[config.mk]
export PLATFORM = sky130hd
export DESIGN_NAME = bitwise_stream_unit
export DESIGN_NICKNAME = d
export VERILOG_FILES = /design/src/rtl/bitwise_stream_unit.sv
export SDC_FILE = /design/constraint.sdc
export NUM_CORES = 1
export LEC_CHECK = 0
export ABC_AREA = 1
export BUFFER_PORTS_ARGS = -buffer_cell sky130_fd_sc_hd__clkbuf_2
export CAP_MARGIN = 40
export CORE_MARGIN = 2
export CORE_UTILIZATION = 49
export CTS_CLUSTER_SIZE = 40
export DETAILED_ROUTE_END_ITERATION = 7
export GPL_ROUTABILITY_DRIVEN = 0
export GPL_TIMING_DRIVEN = 0
export HOLD_SLACK_MARGIN = 0.08
export PLACE_DENSITY_LB_ADDON = 0.12
export SETUP_SLACK_MARGIN = 0.3
export SLEW_MARGIN = 20
export SYNTH_ARGS = -nofsm -noshare
export SYNTH_HDL_FRONTEND = slang
export SYNTH_SLANG_ARGS = --single-unit
[constraint.sdc]
create_clock -name clk -period 1.4 [get_ports clk]
set_input_delay 0.21 -clock clk [delete_from_list [all_inputs] [get_ports clk]]
set_output_delay 0.21 -clock clk [all_outputs]
set_load 0.005 [all_outputs]
[src/rtl/bitwise_stream_unit.sv]
// Bitwise logic unit with a valid/ready input, a 2-entry result FIFO and a
// saturating count of consumed results.
module bitwise_stream_unit #(
  parameter int unsigned WIDTH = 4
) (
  input  logic             clk,
  input  logic             rst_n,
  input  logic             in_valid,
  output logic             in_ready,
  input  logic [2:0]       in_op,
  input  logic [WIDTH-1:0] in_x,
  input  logic [WIDTH-1:0] in_y,
  output logic             out_valid,
  input  logic             out_ready,
  output logic [WIDTH-1:0] out_data,
  output logic             out_err,
  output logic [7:0]       op_count
);

  localparam int unsigned DEPTH = 2;
  localparam int unsigned CNT_W = 8;
  localparam logic [CNT_W-1:0] CNT_MAX = '1;

  typedef struct packed {
    logic             err;
    logic [WIDTH-1:0] data;
  } entry_t;

  typedef enum logic [1:0] {
    S_EMPTY = 2'd0,
    S_ONE   = 2'd1,
    S_FULL  = 2'd2
  } occ_e;

  occ_e             state_q;
  occ_e             state_d;
  entry_t           mem_q [DEPTH];
  entry_t           new_entry;
  logic             wr_ptr_q;
  logic             rd_ptr_q;
  logic [CNT_W-1:0] op_count_q;
  logic             push;
  logic             pop;

  assign push = in_valid & in_ready;
  assign pop  = out_valid & out_ready;

  // Occupancy register
  always_ff @(posedge clk or negedge rst_n) begin
    if (!rst_n) begin
      state_q <= S_EMPTY;
    end else begin
      state_q <= state_d;
    end
  end

  // Occupancy transitions; a simultaneous push and pop leaves it unchanged
  always_comb begin
    state_d = state_q;
    case (state_q)
      S_EMPTY: if (push) state_d = S_ONE;
      S_ONE: begin
        if (push && !pop) begin
          state_d = S_FULL;
        end else if (pop && !push) begin
          state_d = S_EMPTY;
        end
      end
      S_FULL:  if (pop) state_d = S_ONE;
      default: state_d = S_EMPTY;
    endcase
  end

  // Handshake and head-entry outputs, decoded from registered state only
  always_comb begin
    in_ready  = (state_q != S_FULL);
    out_valid = (state_q != S_EMPTY);
    out_data  = mem_q[rd_ptr_q].data;
    out_err   = mem_q[rd_ptr_q].err;
    op_count  = op_count_q;
  end

  // Result of the presented operation; illegal opcodes yield zero data, err set
  always_comb begin
    new_entry = '0;
    case (in_op)
      3'b000:  new_entry.data = ~in_x;
      3'b001:  new_entry.data = in_x & in_y;
      3'b010:  new_entry.data = in_x | in_y;
      3'b011:  new_entry.data = in_x ^ in_y;
      3'b100:  new_entry.data = in_x ^ ~in_y;
      default: new_entry.err  = 1'b1;
    endcase
  end

  // FIFO storage and 1-bit wrapping pointers
  always_ff @(posedge clk or negedge rst_n) begin
    if (!rst_n) begin
      wr_ptr_q <= 1'b0;
      rd_ptr_q <= 1'b0;
      for (int i = 0; i < DEPTH; i++) begin
        mem_q[i] <= '0;
      end
    end else begin
      if (push) begin
        mem_q[wr_ptr_q] <= new_entry;
        wr_ptr_q        <= ~wr_ptr_q;
      end
      if (pop) begin
        rd_ptr_q <= ~rd_ptr_q;
      end
    end
  end

  // Saturating count of output transfers
  always_ff @(posedge clk or negedge rst_n) begin
    if (!rst_n) begin
      op_count_q <= '0;
    end else if (pop && (op_count_q != CNT_MAX)) begin
      op_count_q <= op_count_q + CNT_W'(1);
    end
  end

endmodule

# Word-level counts from Yosys, hierarchy flattened
# Cells that the tools add are included.
# classes
magnitude_cmp	3
bitwise	12
n_mux	13
eq_ne	11
n_addsub	1
n_reduce_logical	11
# ops
op	n
$mux 5	4
$pmux 4 s5	1
$bwmux 10	1
$add 8x1->8 const B	1
$mux 2	4
$ne 8x8->1 const B	1
$not 4->4	2
$xor 4x4->4	2
$eq 3x2->1 const B	2
$ne 2x2->1 const B	3
$pmux 2 s3	1
$demux 5 s1	1
$reduce_or 5->1	1
$and 4x4->4	1
$ge 2x2->1 const B	2
$logic_and 1x1->1	4
$not 1->2	2
$or 4x4->4	1
$eq 3x1->1 const B	1
$eq 3x3->1 const B	1
$logic_not 3->1	1
$ne 3x3->1 const B	1
$reduce_and 3->1	1
$and 1x1->1	2
other kinds (8)	10
# word_totals
regBits	22
elab_cells	59

# Logic depth before layout (Yosys ltp)
# depth
depth_word	7
depth_mapped	9
depth_no_buf	9

# Worst setup path after synthesis
# Ideal clock, no wire load.
# synth_path
kind	reg2reg
startpoint	register state_q[1]
endpoint	register state_q[0]
t_arrival_ns	1.237
setup_slack_ns	0.030
stages_incl_launch_ff	8
path_buffers	0
cell_sequence	dfrtp_1 > nor2_1 > inv_2 > nand2_4 > ha_1 > nand3_1 > o211ai_1 > xor2_1
# synth_between
elab_chain_cells	6
elab_cells_between_ends	17
# synth_rtl
element	line_no	rtl
from (decl)	35	occ_e state_q;
from (signal assigned)	53	state_q <= state_d;
$reduce_bool 2->1 *	77	out_valid = (state_q != S_EMPTY);
via out_valid	13	output logic out_valid,
$and 1x1->1 *	46	assign pop = out_valid & out_ready;
$logic_not 1->1	63	if (push && !pop) begin
$logic_and 1x1->1	63	
$ne 3x3->1 (no line) / $mux 2 (equally long branches)	n/a	
$reduce_and 3->1 (no line) / $pmux 2 s3 (equally long branches)	n/a	
# Mark *: on every way through the listed nets, which the timed path passes. The rest lies on a longest branch.
# A chain may end at the register's enable or synchronous reset.

# Worst setup path in the final report
# layout_path
startpoint	register rd_ptr_q
endpoint	output out_data[2]
# layout_between
elab_chain_cells	4
# layout_rtl
element	line_no	rtl
from (decl)	40	logic rd_ptr_q;
from (signal assigned)	110	rd_ptr_q <= ~rd_ptr_q;
$not 1->2 (not written as such)	78	out_data = mem_q[rd_ptr_q].data;
$mux 5 (3 in a row)	n/a	
to (decl)	15	output logic [WIDTH-1:0] out_data,
# Every way passes these cells. The select of a mux whose other input is x is not followed.

==> run metrics <==
outcome complete, but fails checks; failing checks design-rule violations, negative setup slack; Synth area leaders dfrtp_1 (38%), nand2_1 (22%), inv_1 (5.9%); WS Path Type flop to primary output; core box area 2805 sq um; die footprint about 3400 sq um; number of buffers created by CTS 3; startpoint types flop; # IOs 30; ys flop type dfrtp_1; total number of vias 1430; Die H roughly 59 um; clock sink total 22; Initial Util 52.14%; Sw Ratio 41.31%; # rows 19; Worst Path Required between 1 and 1.5 ns; Reg2Reg Depth 7; Reg power frac 30.0%; antenna violations before repair 0; average size of a mapped cell 6.932 sq um; first-pass GRT wire length about 5700 um; Slew @ Worst Pin 0.5482 ns; crit path from rd_ptr_q; Setup crit end kind primary output; DR DRC count 1; Synth cell types 24; pin count of the biggest net entering global routing 23; htree depth 1; Root Driver clkbuf_4; final number of max-transition violations 0; port bufs 29; area leader, netlist dfrtp_1; pwr/cell area around 1800 nW/um^2; Total Nets Final around 280; Hold Slack ~0.23 ns; RSZ-0062 raised after global routing yes; area share of the largest cell type after synthesis between 30% and 40%; Remaining Overflow, GRT 0; clock slew at reported path FFs between 0.1 and 0.15 ns; WL final 3604 um; sw power 0.001561 W; relative slew slack between 60 and 70%; Combinational Power Share around 62%; yosys warns 0; count of max-cap constraint violations 0; reg-to-reg slack, setup -0.03 ns; Static Leak about 1.2 nW; VDD IR max approximately 1.1 mV; Final ANT Viol Nets 0; Max Clock Freq just under 0.7 GHz; Post-Syn Instances between 200 and 250; endpoints failing setup 7; clock share of power ~7.6%; FF+latch count, synth 22; vias per cell 4.831; antenna fix cells 0; worst skew pair latency just over 0.3 ns; fill count 200; CP Max Fanout 6; P&R area growth vs syn 47.48%; Post-synth top cells nand2_1 (86), inv_1 (23), nor2_1 (23), dfrtp_1 (22), nand3_1 (16); count leader, synth nand2_1; first-pass detailed-route iteration total 6; share of cells above drive strength 1 roughly 43%; wire per inst ~12 um; Post-synth ARST share 100.0%; worst reg2reg endpoint state_q[0]; Final WS setup -0.06086 ns; total design power around 0.0038 W; syn nets 228; pre-CTS WS -0.03450 ns; EDFF count, synth 0; worst hold path type primary input to flop; placed cell area roughly 1700 sq um; CTS tree yes; Iter 0 DRT Violations 44; Netlist Area Pre-Place around 1500 sq um; hpwl dp ~2200 um; fin crit period between 1 and 1.5 ns; final hold viol count 0; post-route cell area 2157 sq um; crit path DAT between 1 and 1.5 ns; FF-to-FF Start state_q[1]; total track usage between 20% and 30%; end of the critical path out_data[2]; crit share post-route 104.3%; Max Buffers Root-to-Sink 2; sequential share of the synthesized area 37.64%; Worst Clk Skew approximately 0.017 ns; Power Internal 0.002218 W; Chip Width roughly 59 um; vias in the first global route ~1300
worst min-delay path by stage:
stage / to / start / slack (ns) / depth (start not counted)
floorplan: mem_q[0] / rst_n / -0.09 / 0
global placement: state_q[1] / rst_n / 0.22 / 1
detailed placement: state_q[1] / rst_n / 0.22 / 1
CTS: state_q[1] / out_ready / 0.21 / 4
global route: state_q[1] / out_ready / 0.28 / 4
finish: state_q[1] / out_ready / 0.23 / 4
metal layers:
metal  wire [um]  track usage, %  part of all wire, %  vias to the layer above
met4          21           5.195                 0.58                        0
met2        1937           39.81                   54                       27
met3         102           3.956                  2.8                        2
met1        1543           26.37                   43                      649
li1            -               -                    -                      752
met5           0               0                    0                        -
sequential cells by signal (all words and copies together), names as in the netlist:
signal / cells
wr_ptr_q: 1
op_count: 8
state_q: 2
mem_q: 10
rd_ptr_q: 1
cell families after synthesis:
family | count (synthesis) | share of synthesized area, %
AND/OR/NAND/NOR | 137 | 41.23
buffers and inverters | 32 | 8.811
flip-flops | 22 | 37.64
AO/OA/AOI/OAI | 7 | 3.336
XOR/XNOR | 7 | 4.192
multiplexers | 4 | 3.079
adder cells (fa/ha/maj) | 2 | 1.711
cell usage in the layout (no fill, tap or decap), types with 4 or more instances in the layout:
cell,n
buf_4,12
nand2_2,16
nand2_1,65
clkbuf_2,25
buf_6,12
inv_1,23
dfrtp_1,19
nand3_1,12
nor2_4,4
nor2_1,20
nand2_4,9
stage by stage:
step,std cells,setup TNS [ns],util (%)
6_report,296,-0.2413,76.90
5_1_grt,296,-0.6919,76.90
4_1_cts,291,-0.1983,71.45
3_5_place_dp,271,-0.03450,59.46
3_3_place_gp,271,-0.01139,59.46
2_1_floorplan,211,0,-
power by group through the flow:
stage                     Sequential, W  Combinational, W  Clock, W
final                           0.00113           0.00236  0.000289
after global routing            0.00116           0.00257  0.000323
after CTS                       0.00111           0.00195  0.000294
after detailed placement        0.00112           0.00128         0
after global placement          0.00111           0.00126         0
after floorplan                 0.00108          0.000896         0
cell type report:
type,instances,area (sq um),share of cell area [%]
Tap cell,31,38.79,1.798
Inverter,31,157.7,7.309
Sequential cell,22,554.3,25.70
Timing Repair Buffer,51,365.4,16.94
Clock buffer,3,22.52,1.044
Buffer,1,15.01,0.6961
Multi-Input combinational cell,157,1003,46.52
worst max-delay path, stage by stage (launching register included):
cell and delay [ns]:
dfrtp_1 0.38, buf_8 0.13, mux2_2 0.33, clkbuf_2 0.12
timing repair:
item | CTS | global route
buffers inserted | 16 | 5
gates cloned | 0 | 0
hold buffers | 1 | 0
resized for setup | 50 | 31
pin swaps | 16 | 17
setup endpoints to repair | 33 | 36
endpoints found under the hold margin | 22 | 0
Power figures use the tool's default switching activity.
